## config.mk

```make
export PLATFORM = sky130hd
export DESIGN_NAME = tick_timer
export DESIGN_NICKNAME = d
export VERILOG_FILES = /design/src/rtl/tick_timer.sv
export SDC_FILE = /design/constraint.sdc
export NUM_CORES = 1
export LEC_CHECK = 0
export CAP_MARGIN = 20
export CORE_AREA = 2 2 71 73
export CTS_CLUSTER_DIAMETER = 50
export DETAILED_ROUTE_END_ITERATION = 7
export DIE_AREA = 0 0 73 75
export PLACE_DENSITY = 0.77
export SETUP_SLACK_MARGIN = 0.02
export SYNTH_ARGS = -nofsm -noshare
export SYNTH_HDL_FRONTEND = slang
export SYNTH_SLANG_ARGS = --single-unit
```

## constraint.sdc

```tcl
create_clock -name clk -period 2.5 [get_ports clk]
set_input_delay 0.25 -clock clk [delete_from_list [all_inputs] [get_ports clk]]
set_output_delay 0.25 -clock clk [all_outputs]
set_load 0.005 [all_outputs]
```

## src/rtl/tick_timer.sv

```systemverilog
// ---------------------------------------------------------------------------
// tick_timer
//   Programmable countdown timer driven by the 1us/1ms/1s tick strobes of the
//   clock divider (or by the raw clock). It counts a loaded number of ticks of
//   the selected unit, then pulses done for one cycle and raises a sticky irq.
//   It runs one-shot or periodic (auto-reload, no dead cycle between periods).
//
//   Optional feature macro: TICK_TIMER_OVERRUN_EN
//     defined   -> extra output 'overrun' (sticky): set when an expiry happens
//                  while irq is still 1, cleared by irq_clr (set wins).
//     undefined -> no overrun port; back-to-back expiries merge into irq.
//
// Ports
//   clk         system clock (tick strobes are in this domain)
//   rst         asynchronous, active-high reset
//   tick_us     1-cycle strobe per microsecond
//   tick_ms     1-cycle strobe per millisecond
//   tick_s      1-cycle strobe per second
//   unit_sel    00=us 01=ms 10=s 11=every clk; sampled on accepted start
//   load_val    tick count; sampled on accepted start
//   periodic    1 = auto-reload; sampled on accepted start
//   start       start request (level), acted on only in IDLE
//   stop        abort request, highest priority
//   irq_clr     clears irq (and overrun)
//   busy        1 while in RUN; this is the registered FSM state, so it also
//               serves as the state observation point
//   done        1-cycle pulse per expiry
//   irq         sticky expiry flag
//   cnt_remain  ticks left in the current period
//
// Handshake: there is no valid/ready pair here. start is a level request that
// is accepted on any clock edge where the FSM is IDLE and stop is low; while
// RUN, start is ignored. stop and irq_clr act on every edge they are high.
// ---------------------------------------------------------------------------
module tick_timer #(
  parameter int CNT_WIDTH = 16
) (
  input  logic                 clk,
  input  logic                 rst,
  input  logic                 tick_us,
  input  logic                 tick_ms,
  input  logic                 tick_s,
  input  logic [1:0]           unit_sel,
  input  logic [CNT_WIDTH-1:0] load_val,
  input  logic                 periodic,
  input  logic                 start,
  input  logic                 stop,
  input  logic                 irq_clr,
  output logic                 busy,
  output logic                 done,
  output logic                 irq,
`ifdef TICK_TIMER_OVERRUN_EN
  output logic                 overrun,
`endif
  output logic [CNT_WIDTH-1:0] cnt_remain
);

  localparam logic [CNT_WIDTH-1:0] ONE = CNT_WIDTH'(1);

  typedef enum logic {
    ST_IDLE = 1'b0,
    ST_RUN  = 1'b1
  } state_t;

  state_t               state;
  logic [1:0]           unit_q;
  logic [CNT_WIDTH-1:0] load_q;
  logic                 periodic_q;
  logic                 sel_tick;
  logic                 expire;

  // Tick selection uses the latched unit, so unit_sel changes during RUN
  // have no effect until the next start.
  always_comb begin
    sel_tick = 1'b0;
    case (unit_q)
      2'b00:   sel_tick = tick_us;
      2'b01:   sel_tick = tick_ms;
      2'b10:   sel_tick = tick_s;
      default: sel_tick = 1'b1;
    endcase
  end

  // An expiry is either a zero-length start (completes immediately without
  // entering RUN) or the last selected tick of a period. stop suppresses both.
  always_comb begin
    expire = 1'b0;
    if (!stop) begin
      if (state == ST_IDLE)
        expire = start && (load_val == '0);
      else
        expire = sel_tick && (cnt_remain == ONE);
    end
  end

  always_ff @(posedge clk or posedge rst) begin
    if (rst) begin
      state      <= ST_IDLE;
      busy       <= 1'b0;
      done       <= 1'b0;
      irq        <= 1'b0;
      cnt_remain <= '0;
      unit_q     <= 2'b00;
      load_q     <= '0;
      periodic_q <= 1'b0;
    end else begin
      done <= expire;
      // Set wins over a simultaneous clear.
      irq  <= expire | (irq & ~irq_clr);

      if (stop) begin
        state      <= ST_IDLE;
        busy       <= 1'b0;
        cnt_remain <= '0;
      end else begin
        case (state)
          ST_IDLE: begin
            if (start) begin
              unit_q     <= unit_sel;
              load_q     <= load_val;
              periodic_q <= periodic;
              if (load_val != '0) begin
                state      <= ST_RUN;
                busy       <= 1'b1;
                cnt_remain <= load_val;
              end else begin
                cnt_remain <= '0;
              end
            end
          end
          ST_RUN: begin
            // A tick coinciding with the accepted start never reaches here,
            // since that cycle was spent in IDLE.
            if (sel_tick) begin
              if (cnt_remain == ONE) begin
                if (periodic_q) begin
                  cnt_remain <= load_q;
                end else begin
                  cnt_remain <= '0;
                  state      <= ST_IDLE;
                  busy       <= 1'b0;
                end
              end else if (cnt_remain != '0) begin
                cnt_remain <= cnt_remain - ONE;
              end
            end
          end
        endcase
      end
    end
  end

`ifdef TICK_TIMER_OVERRUN_EN
  // Uses the pre-update irq: an expiry that finds irq already set means the
  // previous expiry was never serviced.
  always_ff @(posedge clk or posedge rst) begin
    if (rst)
      overrun <= 1'b0;
    else
      overrun <= (expire & irq) | (overrun & ~irq_clr);
  end
`endif

endmodule

```

# Yosys cells after proc, flatten, opt, wreduce, memory -nomap -nowiden
# Cells that the tools add are included.
dict set report totals {
  out_inout_bits 19
  in_bits 27
  elab_cells 57
  latch_bits 0
  mem_count 0
  register_bits 39
  mem_bits_rw 0
  rom_bits 0
}
dict set report classes {
  multipliers 0
  n_reduce_logical 9
  n_eq_ne 9
  n_lt_le_gt_ge 0
  bitwise_logic 5
  addsub 1
  muxes 25
  shifts 0
  n_div 0
}
# operator count
set ops {}
lappend ops {{two-way mux 16 bit} 7}
lappend ops {{one-hot mux 16 bit (2 select lines)} 1}
lappend ops {{nonzero test 16 bit} 2}
lappend ops {{== test 16 x 1 -> 1 bit (second input constant)} 1}
lappend ops {{logical NOT 16 bit} 1}
lappend ops {{subtractor 16 x 1 -> 16 bit (second input constant)} 1}
lappend ops {{two-way mux 1 bit} 14}
lappend ops {{!= test 3 x 2 -> 1 bit (second input constant)} 3}
lappend ops {{!= test 3 bit (second input constant)} 2}
lappend ops {{AND reduction 3 bit} 2}
lappend ops {{AND reduction 5 bit} 1}
lappend ops {{!= test 4 x 2 -> 1 bit (second input constant)} 1}
lappend ops {{one-hot mux 1 bit (2 select lines)} 2}
lappend ops {{NOT 1 bit} 3}
lappend ops {{one-hot mux 1 bit (3 select lines)} 1}
lappend ops {{== test 2 x 1 -> 1 bit (second input constant)} 1}
lappend ops {{== test 2 bit (second input constant)} 1}
lappend ops {{logical AND 1 bit} 2}
lappend ops {{logical NOT 2 bit} 1}
lappend ops {{bitwise AND 1 bit} 1}
lappend ops {{OR 1 bit} 1}

# Longest topological paths before layout
# Gate-level depths: netlist of run 1.
dict set report logic_depth {
  word_depth 6
  mapped_depth 9
  ltp_nobuf 7
}

# Worst setup path before layout of run 1
# Ideal clock, no wire load.
dict set report synth_path {
  kind {register -> register}
  from {register cnt_remain[0]}
  to {register cnt_remain[10]}
  arrival_ps 1972
  n_path_buf 1
  synth_period_minus_slack_ps 2038
  stages_incl_launch_ff 9
  setup_slack_ps 462
  required_ps 2434
  cell_sequence {dfrtp_1 -> inv_1 -> ha_1 -> or4b_1 -> buf_6 -> nor3_2 -> xnor2_1 -> a2111oi_1 -> a221o_1}
}
dict set report synth_between {
  elab_chain_len 6
}
# element line_no
set synth_lines {}
lappend synth_lines {{start, declared} 55} ;# output logic [CNT_WIDTH-1:0] cnt_remain
lappend synth_lines {{start signal, assigned} 125} ;# cnt_remain <= load_val;
lappend synth_lines {{start signal, assigned} 137} ;# cnt_remain <= load_q;
lappend synth_lines {{start signal, assigned} 144} ;# cnt_remain <= cnt_remain - ONE;
lappend synth_lines {{subtractor 16 x 1 -> 16 bit} 144}
lappend synth_lines {{two-way mux 16 bit} 143} ;# end else if (cnt_remain != '0) begin
lappend synth_lines {{two-way mux 16 bit} 135} ;# if (cnt_remain == ONE) begin
lappend synth_lines {{two-way mux 16 bit} 134} ;# if (sel_tick) begin
lappend synth_lines {{one-hot mux 16 bit (2 select lines)} 116} ;# case (state)
lappend synth_lines {{two-way mux 16 bit} 111} ;# if (stop) begin
# Several ways; a longest one is shown, not always the timed one. The select of a mux whose other input is x is not followed.
# A chain may end at the register's enable or synchronous reset.

# Final worst setup path of run 1
# Same ends and word-level chain as after synthesis.

==> results of run 1 <==
-- routing by layer --
layer,vias to the layer above,routed length [um]
met4,0,117
li1,1010,-
met2,69,2953
met1,1018,2697
met3,10,310
met5,-,0
-- final timing paths --
| kind | startpoint | end | slack, ps | depth (start not counted) |
|---|---|---|---|---|
| min in group clk | unit_sel[0] | unit_q[0]$_DFFE_PP0P_ | 470 | 3 |
| hold / removal | rst | load_q[11]$_DFFE_PP0P_ | 360 | 3 |
| max in group asynchronous | rst | load_q[2]$_DFFE_PP0P_ | 1790 | 3 |
| setup reg to reg | cnt_remain[0]$_DFFE_PP0P_ | cnt_remain[10]$_DFFE_PP0P_ | 190 | 7 |
| hold reg to reg | load_q[14]$_DFFE_PP0P_ | load_q[14]$_DFFE_PP0P_ | 480 | 2 |
| setup / recovery | cnt_remain[0]$_DFFE_PP0P_ | cnt_remain[10]$_DFFE_PP0P_ | 190 | 7 |
-- worst register-to-register path, cell delays in order, from the launching register on --
cell and delay (ps):
dfrtp_1 440, inv_1 80, ha_1 230, or4b_1 620
nor3_2 200, xnor2_1 90, a2111oi_1 430, a221o_1 180
-- report_power, final --
group	switching (W)	internal (W)
sequential	0.000184	0.000774
clock	0.000224	0.000196
combinational	0.000524	0.000534
-- sequential cells by signal, indices dropped and copies added, names as in the netlist --
| register | flops |
|---|---|
| periodic_q | 1 |
| state | 1 |
| irq | 1 |
| cnt_remain | 16 |
| busy | 1 |
| load_q | 16 |
| unit_q | 2 |
| done | 1 |
-- logic make-up after synthesis --
family / synth area share [%]
AOI/OAI and AO/OA: 18.58
adders and majority gates: 1.070
xor gates and xnor gates: 3.747
buffers and inverters: 7.173
muxes: 1.445
DFF: 41.76
and+or+nand+nor: 26.23
-- cell type report --
type                       instances  share of cell area [%]
clock inverter                     1                  0.1735
sequential                        39                   33.82
clock buffer                       7                   2.645
inverter                           5                  0.6505
timing repair buffer              58                   18.99
tap                               54                   2.342
multi-input combinational        190                   41.37
-- synth_stat cells, types with 3 or more instances --
master,number
nand2_1,64
dfrtp_1,39
nor2_1,9
o21ai_0,9
a22oi_1,8
nand4_1,7
nor4_1,7
clkbuf_8,6
o211ai_1,6
xnor2_1,6
clkbuf_1,5
inv_1,5
a21oi_1,4
a22o_1,4
nand2b_1,4
xor2_1,4
a21boi_0,3
a221o_1,3
a31oi_1,3
buf_6,3
mux2_2,3
nand3_1,3
nor3_1,3
-- metrics by stage --
stage / utilization [%] / setup slack [ps] / instances
detailed placement: 60.16 / 190.6 / 346
finish: 61.91 / 186.0 / 354
CTS: 61.91 / 169.1 / 354
floorplan: - / 462.0 / 251
global placement: 60.16 / 262.0 / 346
global route: 61.91 / 29.14 / 354
==> results.sh, run 1 <==
export IMPL_outcome="complete, no violations"
export IMPL_io_pins=46
export IMPL_cp_data_arrival_time_ps=2560
export IMPL_hold_violations=0
export IMPL_wirelength_um=6077
export IMPL_postRouteAntennaNets=0
export IMPL_post_cts_buffers=0
export IMPL_grt_pass1_vias=2018
export IMPL_syn_to_final_growth_pct=23.45
export IMPL_postSynthNetCount=280
export IMPL_viasPerCell=5.952
export IMPL_multiInputGateArea_um2=1194
export IMPL_cts_root_buffer="clkbuf_8"
export IMPL_grt_antenna_before_repair=0
export IMPL_grt_max_degree=40
export IMPL_post_cts_resized=0
export IMPL_power_leakage_nw=1.238
export IMPL_power_density_nw_per_um2=844.4
export IMPL_fp_dieW_um=73
export IMPL_critPathMaxStageDelay_ps=620
export IMPL_path_cells="inv_1 -> ha_1 -> or4b_1 -> nor3_2 -> xnor2_1 -> a2111oi_1 -> a221o_1"
export IMPL_synth_ff_type="dfrtp_1"
export IMPL_synth_area_leaders="dfrtp_1 (42%), nand2_1 (10%), clkbuf_8 (3.5%)"
export IMPL_portBuffers=45
export IMPL_synthDistinctLibCells=58
export IMPL_core_um2=4661
export IMPL_cp_max_fo=8
export IMPL_nFillCells=434
export IMPL_clock_sinks=39
export IMPL_cts_buffers=5
export IMPL_clk_latency_ps=300
export IMPL_crit_family="simple AND/OR/NAND/NOR gates"
export IMPL_ys_warn_count=0
export IMPL_grtUsageMet3_pct=4.819
export IMPL_grt_first_pass_wirelength_um=10090
export IMPL_final_cell_mix="nand2_1 (64), clkdlybuf4s50_1 (45), dfrtp_1 (39)"
export IMPL_p_total_w=0.002436
export IMPL_finalSetupViolations=0
export IMPL_synthArstFlopShare_pct=100.0
export IMPL_nets=328
export IMPL_firstDrtPassIters=4
export IMPL_tns_ps=0
export IMPL_finalCritPeriodShare_pct=92.56
export IMPL_worst_setup_path_start_kind="flip-flop"
export IMPL_overflow=0
export IMPL_met2_usage_pct=39.54
export IMPL_synth_top_area_share_pct=41.76
export IMPL_syn_instance_count=251
export IMPL_peakVddDrop_mv=0.4100
export IMPL_initial_core_util_pct=50.15
export IMPL_hold_ws_ps=363.5
export IMPL_die_h_um=75
export IMPL_htree_num_levels=2
export IMPL_wl_per_cell_um=17.17
export IMPL_final_common_cell="nand2_1"
export IMPL_path_buf_inv=1
export IMPL_yosys_area_top_type="dfrtp_1"
export IMPL_grtUsageTotal_pct=24.44
export IMPL_grtUsageMet1_pct=32.96
export IMPL_tightestPinTransition_ps=885.1
export IMPL_slew_headroom_pct=40.84
export IMPL_seqCellArea_um2=975.9
export IMPL_skew_ps=13.44
export IMPL_place_gp_congestion=0.9084
export IMPL_slew_violations=0
export IMPL_critical_path_slowest_cell="or4b_1"
export IMPL_rsz0062_at_grt="false"
export IMPL_core_rowCount=25
export IMPL_die_area_um2=5475
export IMPL_drv_cap=0
export IMPL_path_clk_slew_ps=80
export IMPL_min_path_type="input pin to asynchronous set/reset pin"
export IMPL_fmax_ghz=0.4322
export IMPL_tritoncts="built"
export IMPL_cts_buffer_depth=2
export IMPL_final_cell_area_um2=2885
export IMPL_min_period_ps=2314
export IMPL_worst_setup_path_end_kind="flip-flop"
export IMPL_syn_area_um2=2337
export IMPL_ys_ff_latch=39
export IMPL_vias=2107
export IMPL_syn_avg_cell_area_um2=9.312
export IMPL_yosysSeqAreaShare_pct=41.76
export IMPL_synth_edff_count=0
export IMPL_dp_hpwl_um=4412
export IMPL_drc=0
export IMPL_busiest_layer="met2"
export IMPL_worstPathRequired_ps=2740
export IMPL_drt_iter0_drc=184
export IMPL_hold_buffers=0
export IMPL_dpl_cell_area_um2=2804
export IMPL_antenna_cells=0
export IMPL_critPathKind="flip-flop to flip-flop"
export IMPL_drive_gt1_share_pct=11.67
Note: power is estimated with default switching activity, not from simulation.
==> inputs of run 2 (changes only) <==
--- a/config.mk
+++ b/config.mk
@@ -12,6 +12,8 @@
 export DIE_AREA = 0 0 73 75
 export PLACE_DENSITY = 0.77
 export SETUP_SLACK_MARGIN = 0.02
+export SKIP_CTS_REPAIR_TIMING = 1
+export SLEW_MARGIN = 20
 export SYNTH_ARGS = -nofsm -noshare
 export SYNTH_HDL_FRONTEND = slang
 export SYNTH_SLANG_ARGS = --single-unit
==> results of run 2 <==
No change in the layout: final DEF, timing and power equal those of run 1.
